File: src/rtl/axis_s2mem_pkg.sv
// Shared widths and FSM state encoding for the AXI-Stream to FFT-memory loader.
// ADDR_WIDTH must satisfy FFT_SIZE == 2**ADDR_WIDTH; DATA_WIDTH holds {re, im}.
package axis_s2mem_pkg;

    localparam int ADDR_WIDTH = 12;
    localparam int DATA_WIDTH = 32;

    typedef enum logic [1:0] {
        ST_IDLE = 2'd0,
        ST_RECV = 2'd1,
        ST_FILL = 2'd2,
        ST_DONE = 2'd3
    } state_e;

endpackage

File: src/rtl/axis_s2mem_addr_bitrev.sv
// Combinational bit-reversal of an ADDR_WIDTH address, used for in-place DIT loading.
// Present only when S2MEM_BITREV_EN is defined; the natural-order build has no use for it.
`ifdef S2MEM_BITREV_EN
module addr_bitrev
    import axis_s2mem_pkg::*;
(
    input  logic [ADDR_WIDTH-1:0] addr_i,
    output logic [ADDR_WIDTH-1:0] addr_o
);

    for (genvar i = 0; i < ADDR_WIDTH; i++) begin : g_rev
        assign addr_o[i] = addr_i[ADDR_WIDTH-1-i];
    end

endmodule
`endif

File: src/rtl/axis_s2mem.sv
// AXI4-Stream slave that writes one real frame of FFT_SIZE samples into FFT bank 0 as {re, 0}.
// Define S2MEM_BITREV_EN to write at bit-reversed addresses; default build writes natural order.
module axis_s2mem
    import axis_s2mem_pkg::*;
#(
    parameter int FFT_SIZE     = 4096,
    parameter int SAMPLE_WIDTH = 16
) (
    input  logic                    clk,
    input  logic                    rst_n,
    input  logic                    rx_start,
    input  logic [SAMPLE_WIDTH-1:0] s_axis_tdata,
    input  logic                    s_axis_tvalid,
    output logic                    s_axis_tready,
    input  logic                    s_axis_tlast,
    output logic                    axis_rx,
    output logic                    axis_s2mem_we,
    output logic [ADDR_WIDTH-1:0]   axis_s2mem_waddr,
    output logic [DATA_WIDTH-1:0]   axis_s2mem_wdata,
    output logic                    rx_done,
    output logic                    rx_err,
    output logic [1:0]              dbg_state_o
);

    localparam int CW   = ADDR_WIDTH + 1;
    localparam int HALF = DATA_WIDTH / 2;
    localparam logic [CW-1:0] LAST_IDX = CW'(FFT_SIZE - 1);

    state_e                  state_q, state_d;
    logic [CW-1:0]           cnt_q, cnt_d;
    logic                    err_q, err_d;
    logic                    we_q, we_d;
    logic [ADDR_WIDTH-1:0]   waddr_q, waddr_d;
    logic [DATA_WIDTH-1:0]   wdata_q, wdata_d;
    logic                    axis_rx_q;

    logic                    handshake;
    logic [ADDR_WIDTH-1:0]   cnt_addr;
    logic signed [SAMPLE_WIDTH-1:0] sample_s;
    logic [HALF-1:0]         sample_re;

    // Valid/ready: a beat transfers on a rising edge where tvalid and tready are both high;
    // tready depends only on the registered state, never on tvalid.
    assign handshake = s_axis_tvalid & (state_q == ST_RECV);

    assign sample_s  = s_axis_tdata;
    assign sample_re = HALF'(sample_s);

`ifdef S2MEM_BITREV_EN
    addr_bitrev u_addr_bitrev (
        .addr_i (cnt_q[ADDR_WIDTH-1:0]),
        .addr_o (cnt_addr)
    );
`else
    assign cnt_addr = cnt_q[ADDR_WIDTH-1:0];
`endif

    always_comb begin
        state_d = state_q;
        cnt_d   = cnt_q;
        err_d   = err_q;
        we_d    = 1'b0;
        waddr_d = waddr_q;
        wdata_d = wdata_q;
        case (state_q)
            ST_IDLE: begin
                if (rx_start) begin
                    state_d = ST_RECV;
                    cnt_d   = '0;
                    err_d   = 1'b0;
                end
            end
            ST_RECV: begin
                if (handshake) begin
                    we_d    = 1'b1;
                    waddr_d = cnt_addr;
                    wdata_d = {sample_re, HALF'(0)};
                    cnt_d   = cnt_q + CW'(1);
                    if (cnt_q == LAST_IDX) begin
                        state_d = ST_DONE;
                        if (!s_axis_tlast) err_d = 1'b1;
                    end else if (s_axis_tlast) begin
                        // Short frame: pad the rest of the bank with zeros.
                        state_d = ST_FILL;
                        err_d   = 1'b1;
                    end
                end
            end
            ST_FILL: begin
                we_d    = 1'b1;
                waddr_d = cnt_addr;
                wdata_d = '0;
                cnt_d   = cnt_q + CW'(1);
                if (cnt_q == LAST_IDX) state_d = ST_DONE;
            end
            ST_DONE: begin
                state_d = ST_IDLE;
            end
            default: begin
                state_d = ST_IDLE;
            end
        endcase
    end

    always_ff @(posedge clk or negedge rst_n) begin
        if (!rst_n) begin
            state_q   <= ST_IDLE;
            cnt_q     <= '0;
            err_q     <= 1'b0;
            we_q      <= 1'b0;
            waddr_q   <= '0;
            wdata_q   <= '0;
            axis_rx_q <= 1'b0;
        end else begin
            state_q   <= state_d;
            cnt_q     <= cnt_d;
            err_q     <= err_d;
            we_q      <= we_d;
            waddr_q   <= waddr_d;
            wdata_q   <= wdata_d;
            // Registered off the next state so ownership spans the final write in DONE.
            axis_rx_q <= (state_d != ST_IDLE);
        end
    end

    assign s_axis_tready    = (state_q == ST_RECV);
    assign rx_done          = (state_q == ST_DONE);
    assign rx_err           = err_q;
    assign axis_rx          = axis_rx_q;
    assign axis_s2mem_we    = we_q;
    assign axis_s2mem_waddr = waddr_q;
    assign axis_s2mem_wdata = wdata_q;
    assign dbg_state_o      = state_q;

endmodule

File: config.mk
export PLATFORM = sky130hd
export DESIGN_NAME = axis_s2mem
export DESIGN_NICKNAME = d
export VERILOG_FILES = /design/src/rtl/axis_s2mem_pkg.sv /design/src/rtl/axis_s2mem_addr_bitrev.sv /design/src/rtl/axis_s2mem.sv
export SDC_FILE = /design/constraint.sdc
export NUM_CORES = 1
export LEC_CHECK = 0
export ABC_AREA = 1
export BUFFER_PORTS_ARGS = -buffer_cell sky130_fd_sc_hd__buf_2
export CORE_MARGIN = 8
export CORE_UTILIZATION = 50
export DETAILED_ROUTE_END_ITERATION = 7
export PLACE_DENSITY = 0.78
export SYNTH_ARGS = -nofsm -noshare
export SYNTH_HDL_FRONTEND = slang
export SYNTH_HIERARCHICAL = 1
export SYNTH_SLANG_ARGS = --single-unit
File: constraint.sdc
create_clock -name clk -period 5 [get_ports clk]
set_input_delay 1 -clock clk [delete_from_list [all_inputs] [get_ports clk]]
set_output_delay 1 -clock clk [all_outputs]
set_load 0.005 [all_outputs]
### Yosys cells after proc, flatten, opt, wreduce, memory -nomap -nowiden

Cells that the tools add are included.

* flip-flop bits (word level): 62
* output and inout bits: 51
* word-level logic and storage cells: 46

* add/subtract/negate cells: 1
* equal/unequal tests: 8
* muxes and demuxes: 21
* bitwise logic cells: 1
* reduce and logical (&&, ||, !) cells: 8

Operators by type and width (number)
* $pmux W32 S2: 1
* $pmux W13 S3: 1
* $mux W32: 1
* $mux W13: 2
* $pmux W12 S2: 1
* $add A13 B1 Y13 const B: 1
* $eq A13 B12 Y1 const B: 1
* $mux W12: 1
* $mux W2: 5
* $pmux W2 S4: 1
* $mux W1: 6
* $reduce_bool A2 Y1: 3
* $reduce_and A5 Y1: 1
* $eq A2 B2 Y1 const B: 2
* $pmux W1 S2: 2
* $ne A3 B1 Y1 const B: 1
* $ne A3 B3 Y1 const B: 1
* $reduce_and A3 Y1: 1
* $reduce_bool A3 Y1: 1
* $eq A2 B1 Y1 const B: 1
* $logic_not A2 Y1: 1
* $ne A2 B1 Y1 const B: 1
* $ne A2 B2 Y1 const B: 1
* $reduce_and A2 Y1: 1
* $and A1 B1 Y1: 1

### Logic depth before layout (Yosys ltp)

* depth after elaboration: 5
* depth in mapped cells: 10
* mapped depth without buffers: 10

### Worst setup path after synthesis

Ideal clock, no wire load.

* path type: reg-to-output
* start point: reg state_q[1], in the netlist dbg_state_o[1]
* end point: out s_axis_tready
* arrival time: 821 ps
* required time: 4000 ps
* slack: 3179 ps
* cell stages (with the launch flop): 3
* buffers on the path: 0
* path through: dfrtp_1 inv_1 ha_1

* word-level cells in the longest chain between the ends: 1

Ends and longest elaborated chain
* from (decl): RTL line axis_s2mem.sv:29 `state_e state_q, state_d;`
* from (signal assigned): RTL line axis_s2mem.sv:115 `state_q <= state_d;`
* $eq A2 B1 Y1: RTL line axis_s2mem.sv:126 `assign s_axis_tready = (state_q == ST_RECV);`
* to (decl): RTL line axis_s2mem.sv:14 `output logic s_axis_tready,`

No other way between the ends.

### Worst setup path after layout

Same ends and word-level chain as after synthesis.

==> out/metrics.cfg <==
[sta]
period_share = 0.4842
final_max_slew_viol_count = 0
setup_violations = 0
tightestPinTransition_ps = 985.9
holdWs_ps = 518.8
post-route-min-period_ps = 2421
finalHoldViolations = 0
max_freq_ghz = 0.4130
relSlewSlack = 0.3427
rsz0062_at_grt = no
tns_ps = 0
fin_skew_ps = 7.262

[cells_and_area]
nets = 360
diodes = 0
nFillCells = 419
drive_above_1_share = 0.2575
syn_to_final_growth_pct = 13.87
finalInstanceArea_um2 = 2713

[run]
cap_violations = 0

[worst_hold_path]
hold_end = axis_s2mem_waddr[8]
hold_start = axis_s2mem_waddr[8]
hold_path_class = reg2reg
holdPathStages = 2

[critical_path]
slowest_stage = dfrtp_1
r2r_end = axis_s2mem_waddr[1]
endpoint_kind = output pin
worst-path-max-fanout = 8
reg2regPathDepth = 6
reg2reg_slack_ps = 2870
path_delay_family = flip-flops
startpoint_type = register
arrival_ps = 1420
cp_num_buf_inv = 2
r2r_start = dbg_state_o[0]
slowest_delay_ps = 440
critical_path_class = reg2out
required_ps = 4000
path_cells = inv_1, ha_1, buf_2

[pwr]
power_density_nw_per_um2 = 532.8
p_leak_nw = 1.386
finalPower_mw = 1.445
ir_drop_mv = 0.2135

[logic_synthesis]
synth_cell_types = 30
ys_async_sr_fraction = 1.000
synthCells = 278
ys_seq_elements = 46
seq_area_frac_synth = 0.4832
syn_avg_cell_area_um2 = 8.569
synth_commonest_cells = 46 x dfrtp_1, 40 x inv_1, 31 x nand2_1
ys_warn_count = 6
yosysMostFrequentCell = dfrtp_1
synthFlopType = dfrtp_1
synthTopCellsByArea = dfrtp_1 48%, inv_1 6.3%, nand3_1 5.0%, buf_4 5.0%, nand2_1 4.9%
yosysTopAreaCell = dfrtp_1
synth-edff-count = 0
syn_area_um2 = 2382
synth_top_cell_area_share = 0.4832

[floorplanning]
dieArea_um2 = 7229
rows = 25
die_w_um = 85.03
coreArea_um2 = 4661
dieHeight_um = 85.03
initial_utilization = 0.5111
pin_count = 72

[clock_tree]
cts-root-buf = clkbuf_8
cts_tree = done
clk_latency_ps = 290
cts_sinks = 46
clk_pin_slew_ps = 80
post_cts_buffers = 0
cts_resized = 0
hold_buffers = 0
htree_levels = 2
cts_max_path_buffers = 2
cts_made_buffers = 5

[routing]
vias = 1964
antenna_left = 0
viasPerCell = 5.062
drc = 0
wirelength_um = 5316
wl_per_cell_um = 13.70
drt_iter0_drc = 85
first_pass_iters = 4

[status]
status = completed

[placed_design]
dpl.hpwl_um = 4020
gp_congestion = 0.8619
dpl-instance-area_um2 = 2621
port_buffers = 55

[grt]
overflow = 0
grt_max_degree = 47
grt_pass1_vias = 1928
antenna_found_initial = 0
track_usage = 0.1468
grt_first_pass_wirelength_um = 8742

how the worst max path moves through the flow:
stage	from	to	slack, ps	depth (start not counted)
global placement	s_axis_tvalid	axis_rx	2800	7
CTS	dbg_state_o[1]	s_axis_tready	2580	3
floorplan	dbg_state_o[1]	s_axis_tready	3180	2
global route	dbg_state_o[1]	s_axis_tready	2490	3
detailed placement	s_axis_tvalid	axis_rx	2770	7
finish	dbg_state_o[1]	s_axis_tready	2580	3
through the flow:
step	setup WS, ps	util	std cells
global route	2491	0.5820	388
global placement	2805	0.5624	380
CTS	2579	0.5820	388
floorplan	3179	-	293
detailed placement	2769	0.5624	380
finish	2579	0.5820	388
cells by family (layout without fill, tap and decap cells):
kind of cell / count (synthesis) / after routing / synth area share
AND/OR/NAND/NOR: 101 / 101 / 0.2033
buffers and inverters: 68 / 109 / 0.1429
AO/OA/AOI/OAI: 54 / 54 / 0.1282
flip-flops: 46 / 46 / 0.4832
adder cells (fa/ha/maj): 6 / 6 / 0.03151
multiplexers: 2 / 2 / 0.009453
other: 1 / 16 / 0.001574
state kept, by name (all words and copies together) (netlist names):
name and flops:
rx_err 1, dbg_state_o 2, axis_s2mem_waddr 12, axis_s2mem_we 1, axis_s2mem_wdata 16, cnt_q 13, axis_rx 1
placed cells by master (no fill, tap or decap):
master / count
a21boi_0: 1
a21oi_1: 15
a21oi_2: 5
buf_2: 55
buf_4: 1
clkbuf_1: 1
clkbuf_8: 6
clkinv_1: 1
clkinv_2: 1
conb_1: 16
dfrtp_1: 46
ha_1: 6
inv_1: 40
inv_2: 4
mux2_2: 2
nand2_1: 31
nand2_2: 5
nand3_1: 24
nand3b_4: 1
nand4_1: 6
nor2_1: 22
nor2_2: 3
nor2_4: 2
nor3_1: 7
o211ai_1: 2
o21a_1: 1
o21ai_0: 20
o21ai_1: 6
o21ai_2: 1
o22ai_1: 1
o31ai_1: 2
power by group:
group	internal (mW)	switching (mW)	leakage, nW
Sequential	0.506	0.0810	0.590
Combinational	0.247	0.381	0.748
Clock	0.112	0.119	0.0482
worst register-to-register path, stage by stage (launching register included):
cell     delay, ps
dfrtp_1        450
inv_1          150
ha_1           210
inv_1          270
o21ai_2        200
buf_4          350
mux2_2         380
routing by layer:
metal,track usage,routed length [um]
met5,0,0
met1,0.1716,2332
met2,0.2436,2490
met4,0.05663,82
met3,0.04730,411
cell type report:
class	instances	area, um^2	area share
flip-flops and latches	46	1151	0.4244
multi-input cells	179	950.9	0.3506
repair buffers	56	282.8	0.1042
inverters	45	168.9	0.06227
clock buffers	7	86.33	0.03183
well taps	54	67.56	0.02491
clock inverters	1	5.005	0.001845
Note: power is estimated with default switching activity, not from simulation.
